**src/rtl/battleship_pkg.sv**
```systemverilog
// Shared types and defaults for the battleship shot responder.
package battleship_pkg;

    localparam int BOARD_SIZE_DEFAULT = 5;
    localparam int MAX_BOATS_DEFAULT  = 5;

    typedef logic [2:0] coord_t;

    typedef enum logic [2:0] {
        SETUP = 3'd0,
        READY = 3'd1,
        CHECK = 3'd2,
        RESP  = 3'd3,
        DONE  = 3'd4
    } state_t;

    // True when both coordinates fall inside a size x size board.
    function automatic logic coordInRange(input coord_t row, input coord_t col, input int size);
        return (int'(row) < size) && (int'(col) < size);
    endfunction

endpackage

```
**src/rtl/cell_grid.sv**
```systemverilog
// N x N single-bit cell store: set-only synchronous write, combinational read,
// synchronous clear that overrides any write on the same edge.
module cell_grid
    import battleship_pkg::*;
#(
    parameter int N = BOARD_SIZE_DEFAULT
) (
    input  logic       clk,
    input  logic       clr_i,
    input  logic       we_i,
    input  logic [2:0] wr_row_i,
    input  logic [2:0] wr_col_i,
    input  logic [2:0] rd_row_i,
    input  logic [2:0] rd_col_i,
    output logic       rd_data_o
);

    localparam int CELLS = N * N;
    localparam int IW    = (CELLS > 1) ? $clog2(CELLS) : 1;

    logic [CELLS-1:0] cells_q;
    logic [IW-1:0]    wrIdx;
    logic [IW-1:0]    rdIdx;
    logic             wrInRange;
    logic             rdInRange;

    assign wrInRange = coordInRange(wr_row_i, wr_col_i, N);
    assign rdInRange = coordInRange(rd_row_i, rd_col_i, N);
    assign wrIdx     = IW'(int'(wr_row_i) * N + int'(wr_col_i));
    assign rdIdx     = IW'(int'(rd_row_i) * N + int'(rd_col_i));

    // Out-of-range reads report an empty cell so callers never see a stray bit.
    assign rd_data_o = rdInRange ? cells_q[rdIdx] : 1'b0;

    // Cells only ever get set during play; clearing is the sole way back to empty.
    always_ff @(posedge clk) begin
        if (clr_i) begin
            cells_q <= '0;
        end else if (we_i && wrInRange) begin
            cells_q[wrIdx] <= 1'b1;
        end
    end

endmodule

```
**src/rtl/shot_responder.sv**
```systemverilog
// Battleship defender: accepts boat placements during setup, then answers
// each incoming shot with a hit / repeat / invalid result two cycles later.
module shot_responder
    import battleship_pkg::*;
#(
    parameter int BOARD_SIZE = BOARD_SIZE_DEFAULT,
    parameter int MAX_BOATS  = MAX_BOATS_DEFAULT
) (
    input  logic       clk,
    input  logic       rst,
    input  logic       place_en,
    input  logic [2:0] place_row,
    input  logic [2:0] place_col,
    input  logic       start,
    input  logic       shot_valid,
    input  logic [2:0] shot_row,
    input  logic [2:0] shot_col,
    output logic       shot_ready,
    output logic       resp_valid,
    output logic       resp_hit,
    output logic       resp_repeat,
    output logic       resp_invalid,
    output logic [2:0] boats_left,
    output logic       all_sunk
);

    localparam logic [2:0] MAX_BOATS_C = 3'(MAX_BOATS);

    state_t     state_q;
    coord_t     shotRow_q;
    coord_t     shotCol_q;
    logic [2:0] boatsLeft_q;
    logic       shotReady_q;
    logic       respValid_q;
    logic       respHit_q;
    logic       respRepeat_q;
    logic       respInvalid_q;
    logic       allSunk_q;

    logic       gridClr;
    coord_t     occRdRow;
    coord_t     occRdCol;
    logic       occRd;
    logic       shotRd;
    logic       placeInRange;
    logic       placeOk;
    logic       startOk;
    logic       shotInRange;
    logic       shotMark_d;
    logic [2:0] boatsAfterPlace_d;
    logic [2:0] boatsAfterShot_d;

    assign gridClr = !rst;

    // The occupancy grid is probed at the placement coords during setup and at
    // the latched shot coords otherwise, so one read port serves both phases.
    assign occRdRow = (state_q == SETUP) ? place_row : shotRow_q;
    assign occRdCol = (state_q == SETUP) ? place_col : shotCol_q;

    assign placeInRange = coordInRange(place_row, place_col, BOARD_SIZE);
    assign placeOk      = (state_q == SETUP) && place_en && placeInRange
                          && !occRd && (boatsLeft_q < MAX_BOATS_C);
    assign boatsAfterPlace_d = placeOk ? (boatsLeft_q + 3'd1) : boatsLeft_q;

    // Start is judged against the count that includes a same-cycle placement.
    assign startOk = (state_q == SETUP) && start && (boatsAfterPlace_d != 3'd0);

    assign shotInRange = coordInRange(shotRow_q, shotCol_q, BOARD_SIZE);
    assign shotMark_d  = (state_q == CHECK) && shotInRange && !shotRd;
    assign boatsAfterShot_d = (shotMark_d && occRd && (boatsLeft_q != 3'd0))
                              ? (boatsLeft_q - 3'd1) : boatsLeft_q;

    cell_grid #(.N(BOARD_SIZE)) u_occupancy (
        .clk      (clk),
        .clr_i    (gridClr),
        .we_i     (placeOk),
        .wr_row_i (place_row),
        .wr_col_i (place_col),
        .rd_row_i (occRdRow),
        .rd_col_i (occRdCol),
        .rd_data_o(occRd)
    );

    cell_grid #(.N(BOARD_SIZE)) u_shot_history (
        .clk      (clk),
        .clr_i    (gridClr),
        .we_i     (shotMark_d),
        .wr_row_i (shotRow_q),
        .wr_col_i (shotCol_q),
        .rd_row_i (shotRow_q),
        .rd_col_i (shotCol_q),
        .rd_data_o(shotRd)
    );

    // Game FSM with all handshake and result outputs registered alongside the state.
    always_ff @(posedge clk) begin
        if (!rst) begin
            state_q       <= SETUP;
            shotRow_q     <= '0;
            shotCol_q     <= '0;
            boatsLeft_q   <= '0;
            shotReady_q   <= 1'b0;
            respValid_q   <= 1'b0;
            respHit_q     <= 1'b0;
            respRepeat_q  <= 1'b0;
            respInvalid_q <= 1'b0;
            allSunk_q     <= 1'b0;
        end else begin
            case (state_q)
                SETUP: begin
                    boatsLeft_q <= boatsAfterPlace_d;
                    if (startOk) begin
                        state_q     <= READY;
                        shotReady_q <= 1'b1;
                    end
                end
                READY: begin
                    if (shot_valid && shotReady_q) begin
                        shotRow_q   <= shot_row;
                        shotCol_q   <= shot_col;
                        shotReady_q <= 1'b0;
                        state_q     <= CHECK;
                    end
                end
                CHECK: begin
                    state_q       <= RESP;
                    respValid_q   <= 1'b1;
                    respInvalid_q <= !shotInRange;
                    respRepeat_q  <= shotInRange && shotRd;
                    respHit_q     <= shotInRange && occRd;
                    boatsLeft_q   <= boatsAfterShot_d;
                end
                RESP: begin
                    respValid_q   <= 1'b0;
                    respHit_q     <= 1'b0;
                    respRepeat_q  <= 1'b0;
                    respInvalid_q <= 1'b0;
                    if (boatsLeft_q == 3'd0) begin
                        state_q   <= DONE;
                        allSunk_q <= 1'b1;
                    end else begin
                        state_q     <= READY;
                        shotReady_q <= 1'b1;
                    end
                end
                DONE: begin
                end
                default: begin
                    state_q <= SETUP;
                end
            endcase
        end
    end

    assign shot_ready   = shotReady_q;
    assign resp_valid   = respValid_q;
    assign resp_hit     = respHit_q;
    assign resp_repeat  = respRepeat_q;
    assign resp_invalid = respInvalid_q;
    assign boats_left   = boatsLeft_q;
    assign all_sunk     = allSunk_q;

endmodule

```
**config.mk**
```make
export PLATFORM = sky130hd
export DESIGN_NAME = shot_responder
export DESIGN_NICKNAME = d
export VERILOG_FILES = /design/src/rtl/battleship_pkg.sv /design/src/rtl/cell_grid.sv /design/src/rtl/shot_responder.sv
export SDC_FILE = /design/constraint.sdc
export NUM_CORES = 1
export LEC_CHECK = 0
export BUFFER_PORTS_ARGS = -buffer_cell sky130_fd_sc_hd__buf_2
export CAP_MARGIN = 20
export CORE_ASPECT_RATIO = 0.6
export CORE_MARGIN = 5
export CORE_UTILIZATION = 60
export DETAILED_ROUTE_END_ITERATION = 8
export HOLD_SLACK_MARGIN = 0.08
export PLACE_DENSITY = 0.85
export SETUP_SLACK_MARGIN = 0.5
export SLEW_MARGIN = 20
export SYNTH_ARGS = -nofsm -noshare
export SYNTH_HDL_FRONTEND = slang
export SYNTH_SLANG_ARGS = --single-unit
export TNS_END_PERCENT = 10
```
**constraint.sdc**
```tcl
create_clock -name clk -period 12.6 [get_ports clk]
set_clock_uncertainty 0.15 [all_clocks]
set_input_delay 1.26 -clock clk [delete_from_list [all_inputs] [get_ports clk]]
set_output_delay 1.26 -clock clk [all_outputs]
set_load 0.005 [all_outputs]
```
==> results.rst, run 1 <==
.. list-table::
   :header-rows: 1

   * - Metric
     - Value
   * - Worst path cell trace
     - buf_2, mux2i_1, inv_1, ha_1, ha_1, fa_1, xor2_1, a2111oi_0, o31ai_1, a21boi_2, o31ai_4, mux2_1, o21ai_1, and4_1
   * - Syn Area/Cell
     - 9.60 um2
   * - All-layer global routing usage
     - 0.223
   * - CTS H-tree depth
     - 3
   * - Detailed-routing iteration count for the pre-antenna-repair pass
     - 5
   * - Synthesis-to-finish area growth
     - 8.90%
   * - Data arrival time of the critical path
     - 5300 ps
   * - Cell count after synthesis
     - 398
   * - Count of antenna diodes in the layout
     - 0
   * - Depth of the worst register-to-register path
     - 14
   * - Resized cells post-CTS
     - 0
   * - Shortest clock period the worst path allows after layout
     - 5160 ps
   * - Maximum resistive drop on vdd
     - 0.0000750 V
   * - Via density per instance
     - 6.20
   * - Switching part of the total
     - 0.322
   * - Fraction of final layout cells sized beyond drive strength 1
     - 0.157
   * - Start point of the worst min-delay path
     - u_occupancy.cells_q[7]$_SDFFE_PN0P_
   * - Port Buf Inserts
     - 25
   * - Post-synth top area share
     - 0.356
   * - Placeable core area
     - 0.00614 mm2
   * - Mean routed wirelength per cell
     - 17.3 um
   * - Leakage power
     - 1.62 nW
   * - Cell at the root of the clock tree
     - sky130_fd_sc_hd__clkbuf_8
   * - Hold-fix buffers, CTS
     - 0
   * - Dominant cell type by count on the critical path
     - sky130_fd_sc_hd__ha_1
   * - End of the worst hold path
     - u_occupancy.cells_q[7]$_SDFFE_PN0P_
   * - Required time of the critical path
     - 12740 ps
   * - Vias in the first global route
     - 2920
   * - CTS tree
     - built
   * - Delay of the slowest critical-path stage
     - 790 ps
   * - Initial core utilization
     - 0.623
   * - DRC violation total after the first TritonRoute iteration
     - 218
   * - Category of the worst setup path capture point
     - flop
   * - Detailed-routed wire length on met3
     - 672 um
   * - Setup repair after global routing missed its margin
     - no
   * - Max-slew violation count
     - 0
   * - Count of non-filler cells in the finished layout
     - 499
   * - Hold depth
     - 1
   * - Cell type of the slowest stage on the worst timing path
     - sky130_fd_sc_hd__o31ai_4
   * - Post-route clock period utilization
     - 0.409
   * - Int Pwr
     - 396 uW
   * - Clock group share of total power
     - 0.328
   * - Number of nets at the end of the flow
     - 458
   * - Utilization after layout
     - 0.678
   * - Register-to-register setup slack
     - 7580 ps
   * - Critical R2R Capture
     - state_q[0]$_SDFFE_PN0P_
   * - Detailed route wirelength on metal2
     - 3640 um
   * - Dominant cell type by area after synthesis
     - sky130_fd_sc_hd__dfxtp_1
   * - Yosys warns
     - 0
   * - Clock slew at reported path FFs
     - 70 ps
   * - Placer Congestion
     - 0.947
   * - Count of state elements after synthesis
     - 68
   * - Pwr/cell area
     - 140 mW/mm2
   * - Initial antenna violation count
     - 0
   * - Share of synthesized flip-flops with an asynchronous set or reset
     - 0
   * - Largest cells by area after synthesis
     - sky130_fd_sc_hd__dfxtp_1 (36%), sky130_fd_sc_hd__o21a_1 (10%), sky130_fd_sc_hd__ha_1 (8.8%), sky130_fd_sc_hd__mux4_2 (7.1%), sky130_fd_sc_hd__nor2_1 (3.4%)
   * - Count of final hold-check violations
     - 0
   * - Detailed placement HPWL
     - 6290 um
   * - DRT met1 WL
     - 4210 um
   * - Element type at the critical path start
     - input port
   * - Standard-cell row count
     - 22
   * - Min-delay worst type
     - reg2reg
   * - Detailed-route via count
     - 3092
   * - CTS max path bufs
     - 2
   * - Total power draw
     - 584 uW
   * - Clk_lat worst skew
     - 350 ps
   * - Crit-path max FO
     - 25
   * - ANT nets after route
     - 0
   * - Crit path kind
     - in2reg
   * - CTS Buf Count
     - 9
   * - Top FF cell, synth
     - sky130_fd_sc_hd__dfxtp_1
   * - Achievable clock frequency
     - 0.194 GHz
   * - Max_cap viols
     - 0
   * - Startpoint of the lowest-slack register-to-register path
     - state_q[1]$_SDFFE_PN0P_
   * - Placed instance count
     - 484
   * - Die Wd
     - 113 um
   * - Die Height
     - 71.8 um
   * - Final setup violation count
     - 0
   * - Post-CTS setup buffer count
     - 0
   * - Number of design rule violations left after detail routing
     - 0
   * - Worst slew pin tran
     - 964 ps
   * - Count of different cell masters after synthesis
     - 55
   * - Number of sinks on the clock net
     - 68
   * - Die area
     - 0.00812 mm2
   * - Mapped Nets
     - 445
   * - Relative slew margins
     - 0.357
   * - Post-Syn Area
     - 0.00382 mm2
   * - Global-route wire length before repair
     - 14500 um
   * - Net Sw Power
     - 188 uW
   * - Boundary pin count
     - 26
   * - Register area share after synthesis
     - 0.356
   * - Status
     - complete, no violations
   * - Share of total power in combinational logic
     - 0.282
   * - Remaining global-route overflow
     - 0
   * - Uppermost signal routing layer after detailed routing
     - met5
   * - Portion of total power attributed to sequential cells
     - 0.389
   * - Maximum number of pins on one net before global-route repair
     - 72
   * - TNS Setup
     - 0 ps
   * - Minimum hold slack
     - 316 ps
   * - Total wirelength of the detailed-routed design
     - 8640 um
   * - Count of flip-flops with a built-in enable after synthesis
     - 0
==> worst max path at each step <==
stage / from / endpoint / slack [ps] / cells after the start
after floorplan: place_row[2] / u_occupancy.cells_q[20]$_SDFFE_PN0P_ / 7980 / 12
after global placement: place_row[2] / state_q[0]$_SDFFE_PN0P_ / 7340 / 14
after detailed placement: place_row[2] / state_q[0]$_SDFFE_PN0P_ / 7130 / 14
after CTS: place_row[2] / state_q[0]$_SDFFE_PN0P_ / 7520 / 14
after global routing: place_row[2] / state_q[0]$_SDFFE_PN0P_ / 7200 / 14
final: place_row[2] / state_q[0]$_SDFFE_PN0P_ / 7440 / 14
==> stage by stage <==
stage / cell area, um2 / setup slack [ps]
2_1_floorplan: 3820 / 7980
3_3_place_gp: 3960 / 7340
3_5_place_dp: 3960 / 7130
4_1_cts: 4160 / 7520
5_1_grt: 4160 / 7200
6_report: 4160 / 7440
==> power groups by stage <==
| stage | Sequential [mW] | Clock (mW) | Combinational, mW |
|---|---|---|---|
| after global routing | 0.228 | 0.205 | 0.180 |
| after detailed placement | 0.232 | 0 | 0.160 |
| final | 0.227 | 0.192 | 0.165 |
| after floorplan | 0.229 | 0 | 0.127 |
| after global placement | 0.232 | 0 | 0.152 |
| after CTS | 0.227 | 0.194 | 0.162 |
==> critical path: cells and delay by family <==
kind                       cells  cell delay, ps
xor gates and xnor gates       1             310
adders and majority gates      3            1120
and+or+nand+nor                1             200
muxes                          2             700
AOI/OAI and AO/OA              5            1490
buffers and inverters          2             210
==> cell usage after synthesis (5+ instances only) <==
library cell               instances
sky130_fd_sc_hd__nor2_1           35
sky130_fd_sc_hd__o21a_1           51
sky130_fd_sc_hd__dfxtp_1          68
sky130_fd_sc_hd__mux2i_1          11
sky130_fd_sc_hd__nand2_1          16
sky130_fd_sc_hd__inv_1            13
sky130_fd_sc_hd__xnor2_1           5
sky130_fd_sc_hd__nor2b_1          13
sky130_fd_sc_hd__mux4_2           12
sky130_fd_sc_hd__nand2b_1          5
sky130_fd_sc_hd__nand3_1          13
sky130_fd_sc_hd__nor4_1            6
sky130_fd_sc_hd__o21ai_0           8
sky130_fd_sc_hd__clkbuf_1         16
sky130_fd_sc_hd__mux2_2            6
sky130_fd_sc_hd__ha_1             27
sky130_fd_sc_hd__a21oi_1          11
sky130_fd_sc_hd__nor3_1           26
==> final cells by class <==
type | instances | area [um2]
clock inverter | 5 | 77.6
multi-input combinational | 294 | 2310
timing repair buffer | 25 | 128
tap | 84 | 105
clock buffer | 10 | 128
fill | 470 | 1980
sequential | 68 | 1360
inverter | 13 | 48.8
==> metal layers <==
layer,vias up,global-route usage
li1,1463,-
met1,1492,0.319
met5,-,0.0364
met2,122,0.320
met4,2,0.0573
met3,13,0.0734
==> cells in the final DEF, fill, tap and decap left out, drive strengths merged, types with 2 or more instances in the layout <==
cell type / instances
dfxtp: 68
o21a: 51
nor2: 36
nor3: 28
ha: 27
buf: 25
nand2: 16
inv: 13
nand3: 13
nor2b: 13
mux4: 12
mux2i: 11
a21oi: 11
clkbuf: 10
o21ai: 10
mux2: 7
nor4: 6
xnor2: 5
nand2b: 5
nand3b: 4
a21boi: 4
xor2: 3
or3: 3
fa: 3
or4b: 2
nand4b: 2
a31oi: 2
a22oi: 2
clkinv: 2
bufinv: 2
or2: 2
o31ai: 2
==> cell families (layout without fill, tap and decap cells) <==
group,Yosys count,count (layout),share of synthesized area
AO/OA/AOI/OAI,90,90,0.172
XOR/XNOR,9,9,0.0242
adder cells (fa/ha/maj),30,30,0.104
buffers and inverters,36,53,0.0383
flip-flops,68,68,0.356
multiplexers,30,30,0.120
AND/OR/NAND/NOR,135,135,0.186
==> sequential cells by signal, indices dropped and copies added, names as in the netlist <==
register / cells
all_sunk: 1
boats_left: 3
resp_hit: 1
resp_invalid: 1
resp_repeat: 1
resp_valid: 1
shotCol_q: 3
shotRow_q: 3
shot_ready: 1
state_q: 3
u_occupancy.cells_q: 25
u_shot_history.cells_q: 25
Note: power is estimated with default switching activity, not from simulation.
==> inputs of run 2 (changes only) <==
==> constraint.sdc (replaced) <==
create_clock -name clk -period 4.9 [get_ports clk]
set_clock_uncertainty 0.15 [all_clocks]
set_input_delay 0.49 -clock clk [delete_from_list [all_inputs] [get_ports clk]]
set_output_delay 0.49 -clock clk [all_outputs]
set_load 0.005 [all_outputs]
==> results.rst, run 2 (synthesized netlist as in run 1, its figures left out) <==
.. list-table::
   :header-rows: 1

   * - Metric
     - Value
   * - Most common cell after layout, fill and taps aside
     - sky130_fd_sc_hd__dfxtp_1
   * - Element type at the critical path start
     - flop
   * - Shortest clock period the worst path allows after layout
     - 4260 ps
   * - Share of total power in combinational logic
     - 0.300
   * - Worst path cell trace
     - nor3_4, buf_4, mux2_2, ha_1, ha_1, fa_2, xor2_4, mux4_2, nor2_2, o31ai_4, or4_4, nor2_1, o21a_1
   * - Placer Congestion
     - 0.868
   * - Die Height
     - 71.8 um
   * - Delay of the slowest critical-path stage
     - 580 ps
   * - CTS Buf Count
     - 9
   * - Commonest cells after routing, fill and taps aside
     - sky130_fd_sc_hd__dfxtp_1 (65), sky130_fd_sc_hd__o21a_1 (51), sky130_fd_sc_hd__nor2_1 (35)
   * - Port Buf Inserts
     - 25
   * - Boundary pin count
     - 26
   * - Fraction of final layout cells sized beyond drive strength 1
     - 0.188
   * - Minimum setup slack in the final design
     - 635 ps
   * - Detailed-route via count
     - 3226
   * - Count of final hold-check violations
     - 0
   * - Total wirelength of the detailed-routed design
     - 9400 um
   * - Max_cap viols
     - 0
   * - Hold-fix buffers, CTS
     - 0
   * - Data arrival time of the critical path
     - 4400 ps
   * - CTS tree
     - built
   * - CTS max path bufs
     - 2
   * - Startpoint of the lowest-slack register-to-register path
     - state_q[2]$_SDFFE_PN0P_
   * - Cell at the root of the clock tree
     - sky130_fd_sc_hd__clkbuf_8
   * - ANT nets after route
     - 0
   * - Max-slew violation count
     - 0
   * - Hold depth
     - 3
   * - DRC violation total after the first TritonRoute iteration
     - 362
   * - Number of nets at the end of the flow
     - 463
   * - Required time of the critical path
     - 5040 ps
   * - Register-to-register setup slack
     - 640 ps
   * - Vias in the first global route
     - 3086
   * - Pwr/cell area
     - 368 mW/mm2
   * - Achievable clock frequency
     - 0.234 GHz
   * - Met1 Resource Use GR
     - 0.319
   * - Number of sinks on the clock net
     - 68
   * - Net Sw Power
     - 512 uW
   * - Leakage power
     - 1.64 nW
   * - Min-delay worst type
     - in2reg
   * - Fraction of met2 tracks used by global routing
     - 0.351
   * - Cell type of the slowest stage on the worst timing path
     - sky130_fd_sc_hd__or4_4
   * - Worst slew pin tran
     - 863 ps
   * - Post-route clock period utilization
     - 0.870
   * - Mean routed wirelength per cell
     - 18.6 um
   * - Category of the worst setup path capture point
     - flop
   * - Clk_lat worst skew
     - 350 ps
   * - All-layer global routing usage
     - 0.236
   * - Maximum number of pins on one net before global-route repair
     - 72
   * - Remaining global-route overflow
     - 0
   * - Crit path kind
     - reg2reg
   * - Clock group share of total power
     - 0.325
   * - Final setup violation count
     - 0
   * - Critical R2R Capture
     - u_occupancy.cells_q[23]$_SDFFE_PN0P_
   * - Synthesis-to-finish area growth
     - 11.2%
   * - CTS H-tree depth
     - 3
   * - Depth of the worst register-to-register path
     - 13
   * - Filler instances
     - 430
   * - Clock slew at reported path FFs
     - 80 ps
   * - Count of antenna diodes in the layout
     - 0
   * - Worst slack, placed
     - 333 ps
   * - Int Pwr
     - 1.05 mW
   * - Number of design rule violations left after detail routing
     - 0
   * - Relative slew margins
     - 0.422
   * - Detailed-routing iteration count for the pre-antenna-repair pass
     - 5
   * - Dominant cell type by count on the critical path
     - sky130_fd_sc_hd__ha_1
   * - Maximum resistive drop on vdd
     - 0.000231 V
   * - Crit-path max FO
     - 8
   * - TNS Setup
     - 0 ps
   * - Setup crit end
     - u_occupancy.cells_q[23]$_SDFFE_PN0P_
   * - Global routing met3 resource utilization
     - 0.0776
   * - Standard-cell row count
     - 22
   * - Placeable core area
     - 0.00614 mm2
   * - Die Wd
     - 113 um
   * - Global route hottest layer
     - met2
   * - Status
     - complete, no violations
   * - Portion of total power attributed to sequential cells
     - 0.375
   * - Initial antenna violation count
     - 0
   * - Registers with the highest flip-flop counts
     - u_occupancy.cells_q (25), u_shot_history.cells_q (25)
   * - Switching part of the total
     - 0.328
   * - Setup repair after global routing missed its margin
     - yes
   * - Detailed placement HPWL
     - 6480 um
   * - Source of the critical timing path
     - state_q[2]$_SDFFE_PN0P_
   * - Initial core utilization
     - 0.623
   * - Utilization after layout
     - 0.692
   * - Global-route wire length before repair
     - 15200 um
   * - Die area
     - 0.00812 mm2
   * - Via density per instance
     - 6.39
[run 2: changes by cell type in the layout (fill, tap and decap cells not counted), sizes merged]
cell      delta
buf          +5
clkinvlp     +1
[run 2: worst min path at each step]
stage / from / endpoint / slack (ps)
3_5_place_dp: u_shot_history.cells_q[18]$_SDFFE_PN0P_ / u_shot_history.cells_q[18]$_SDFFE_PN0P_ / 300
5_1_grt: shot_col[2] / shotCol_q[2]$_SDFFE_PN0P_ / 300
4_1_cts: shot_row[0] / shotRow_q[0]$_SDFFE_PN0P_ / 250
6_report: shot_row[1] / shotRow_q[1]$_SDFFE_PN0P_ / 280
3_3_place_gp: u_shot_history.cells_q[11]$_SDFFE_PN0P_ / u_shot_history.cells_q[11]$_SDFFE_PN0P_ / 290
2_1_floorplan: u_occupancy.cells_q[16]$_SDFFE_PN0P_ / u_occupancy.cells_q[16]$_SDFFE_PN0P_ / 280
[run 2: cell type report]
class                   count  area, um2  share of cell area
clock buffers              10        128              0.0300
repair buffers             30        165              0.0389
clock inverters             6       88.8              0.0209
inverters                  13       48.8              0.0115
flip-flops and latches     68       1370               0.321
well taps                  84        105              0.0247
multi-input cells         294       2350               0.553
[run 2: per-stage QoR]
| step | total power [mW] | cell area [um2] | instances | hold WS [ps] |
|---|---|---|---|---|
| global placement | 0.994 | 3970 | 486 | 292 |
| global route | 1.64 | 4250 | 505 | 297 |
| detailed placement | 1.01 | 3970 | 486 | 297 |
| finish | 1.56 | 4250 | 505 | 283 |
| CTS | 1.53 | 4210 | 504 | 254 |
| floorplan | 0.915 | 3820 | 398 | 283 |
[run 2: per-layer routing]
layer | routed length [um] | part of all wire
met5 | 0 | 0
met3 | 868 | 0.092
met2 | 4030 | 0.43
met4 | 233 | 0.025
met1 | 4270 | 0.45
[run 2: power groups by stage]
stage	registers, mW	logic [mW]	clock network, mW
after floorplan	0.588	0.327	0
after global placement	0.595	0.399	0
after detailed placement	0.597	0.412	0
after CTS	0.584	0.430	0.517
after global routing	0.588	0.505	0.545
final	0.586	0.468	0.508
[run 2: worst max-delay path, delay by kind of cell, from the launching register on]
family | cells | cell delay [ps]
muxes | 2 | 900
and+or+nand+nor | 4 | 1190
xor gates and xnor gates | 1 | 200
buffers and inverters | 1 | 190
adders and majority gates | 3 | 960
AOI/OAI and AO/OA | 2 | 240
DFF | 1 | 370
[run 2: timing repair]
action | 4_1_cts | 5_1_grt
gates resized for setup | 2 | 7
setup buffers | 2 | 1
setup endpoints to repair | 8 | 27
pin swaps | 1 | 3
==> inputs of run 3 (changes only) <==
--- a/config.mk
+++ b/config.mk
@@ -13,6 +13,7 @@
 export DETAILED_ROUTE_END_ITERATION = 8
 export HOLD_SLACK_MARGIN = 0.08
 export PLACE_DENSITY = 0.85
+export RECOVER_POWER = 50
 export SETUP_SLACK_MARGIN = 0.5
 export SLEW_MARGIN = 20
 export SYNTH_ARGS = -nofsm -noshare
==> results.rst, run 3 (synthesized netlist as in run 1, its figures left out) <==
.. list-table::
   :header-rows: 1

   * - Metric
     - Value
   * - Remaining global-route overflow
     - 0
   * - Cell type of the slowest stage on the worst timing path
     - sky130_fd_sc_hd__clkbuf_1
   * - Placeable core area
     - 0.00614 mm2
   * - Pwr/cell area
     - 369 mW/mm2
   * - Achievable clock frequency
     - 0.224 GHz
   * - DRC violation total after the first TritonRoute iteration
     - 361
   * - Number of sinks on the clock net
     - 68
   * - CTS H-tree depth
     - 3
   * - Filler instances
     - 440
   * - Shortest clock period the worst path allows after layout
     - 4470 ps
   * - Commonest cells after routing, fill and taps aside
     - sky130_fd_sc_hd__dfxtp_1 (66), sky130_fd_sc_hd__o21a_1 (51), sky130_fd_sc_hd__nor2_1 (35)
   * - Min-delay worst type
     - in2reg
   * - Total wirelength of the detailed-routed design
     - 9370 um
   * - Most common cell after layout, fill and taps aside
     - sky130_fd_sc_hd__dfxtp_1
   * - CP delay by family, top
     - adder cells
   * - Data arrival time of the critical path
     - 4540 ps
   * - Port Buf Inserts
     - 25
   * - Post-route clock period utilization
     - 0.911
   * - Maximum resistive drop on vdd
     - 0.000230 V
   * - Via density per instance
     - 6.36
   * - Status
     - finished with violations
   * - Fraction of final layout cells sized beyond drive strength 1
     - 0.162
   * - Violated checks
     - max-capacitance violations, max-slew violations
   * - Boundary pin count
     - 26
   * - Synthesis-to-finish area growth
     - 10.4%
   * - Worst slack, placed
     - 333 ps
   * - Die area
     - 0.00812 mm2
   * - Max_cap viols
     - 1
   * - Placer Congestion
     - 0.868
   * - Maximum number of pins on one net before global-route repair
     - 72
   * - Total power draw
     - 1.56 mW
   * - Setup repair after global routing missed its margin
     - yes
   * - Initial core utilization
     - 0.623
   * - Element type at the critical path start
     - flop
   * - All-layer global routing usage
     - 0.236
   * - Worst path cell trace
     - nor3_4, buf_4, mux2_2, ha_1, ha_1, fa_1, xor2_4, a2111oi_0, o31ai_1, a21boi_2, o31ai_4, clkbuf_1, nor4_1, o21a_1
   * - Number of design rule violations left after detail routing
     - 0
   * - Detailed-route via count
     - 3214
   * - Count of final hold-check violations
     - 0
   * - Crit path kind
     - reg2reg
   * - Minimum hold slack
     - 279 ps
   * - Global-route wire length before repair
     - 15200 um
   * - Required time of the critical path
     - 4980 ps
   * - Delay of the slowest critical-path stage
     - 500 ps
   * - Final setup violation count
     - 0
   * - Detailed placement HPWL
     - 6480 um
   * - Dominant cell type by count on the critical path
     - sky130_fd_sc_hd__ha_1
   * - Number of nets at the end of the flow
     - 463
   * - Cell at the root of the clock tree
     - sky130_fd_sc_hd__clkbuf_8
   * - Standard-cell row count
     - 22
   * - Clock slew at reported path FFs
     - 80 ps
   * - Minimum setup slack in the final design
     - 435 ps
   * - Mean routed wirelength per cell
     - 18.6 um
   * - Die Wd
     - 113 um
   * - Critical path buffer and inverter count
     - 2
   * - CTS max path bufs
     - 2
   * - Detailed-routing iteration count for the pre-antenna-repair pass
     - 5
   * - TNS Setup
     - 0 ps
   * - Initial antenna violation count
     - 0
   * - Worst slew pin tran
     - 2820 ps
   * - Category of the worst setup path capture point
     - flop
   * - CTS Buf Count
     - 9
   * - Registers with the highest flip-flop counts
     - u_occupancy.cells_q (25), u_shot_history.cells_q (25)
   * - Vias in the first global route
     - 3086
   * - CTS tree
     - built
   * - Utilization after layout
     - 0.688
   * - Die Height
     - 71.8 um
   * - Leakage power
     - 1.61 nW
   * - Count of antenna diodes in the layout
     - 0
   * - Clk_lat worst skew
     - 350 ps
   * - Max-slew violation count
     - 72
   * - Crit-path max FO
     - 11
   * - ANT nets after route
     - 0
   * - Relative slew margins
     - -0.877
## run 3: cell types whose count changed in the layout (fill, tap and decap cells not counted), sizes merged
cell,before,now
buf,30,22
clkbuf,10,18
## run 3: worst min-delay path, delay by kind of cell
family	cells	cell delay (ps)
buffers and inverters	1	90
and+or+nand+nor	1	100
muxes	1	60
## run 3: repair_timing
item / CTS / global route
resized for setup: 2 / 7
hold buffers: 0 / 0
setup endpoints to repair: 8 / 27
buffers inserted: 2 / 1
pin swaps: 1 / 3
## run 3: final timing paths
check                                                          endpoint  slack (ps)                               startpoint  cells after the start
worst max-delay path               u_occupancy.cells_q[16]$_SDFFE_PN0P_         430                  state_q[2]$_SDFFE_PN0P_                     14
worst min-delay path                          shotRow_q[1]$_SDFFE_PN0P_         280                              shot_row[1]                      3
worst max register to register     u_occupancy.cells_q[16]$_SDFFE_PN0P_         430                  state_q[2]$_SDFFE_PN0P_                     14
worst min register to register  u_shot_history.cells_q[18]$_SDFFE_PN0P_         320  u_shot_history.cells_q[18]$_SDFFE_PN0P_                      1
## run 3: report_power, final
part           total [mW]  internal [mW]  switching [mW]
Clock               0.510          0.286           0.224
Combinational       0.462          0.191           0.271
Sequential          0.586          0.567          0.0188
Total                1.56           1.04           0.514
## run 3: cell type report
cell class / count / area, um2 / area share
multi-input cells: 294 / 2340 / 0.554
repair buffers: 30 / 148 / 0.0350
clock inverters: 6 / 88.8 / 0.0210
clock buffers: 10 / 128 / 0.0302
flip-flops and latches: 68 / 1360 / 0.323
well taps: 84 / 105 / 0.0249
inverters: 13 / 48.8 / 0.0116
## run 3: metal layers
metal,vias up,track usage,part of all wire
li1,1473,-,-
met1,1524,0.319,0.45
met2,180,0.351,0.43
met3,37,0.0776,0.096
met4,0,0.0933,0.023
met5,-,0,0
## run 3: metrics by stage
| stage | instances | instance area (um2) |
|---|---|---|
| after detailed placement | 486 | 3970 |
| after CTS | 504 | 4210 |
| after global placement | 486 | 3970 |
| after global routing | 505 | 4220 |
| after floorplan | 398 | 3820 |
| final | 505 | 4220 |
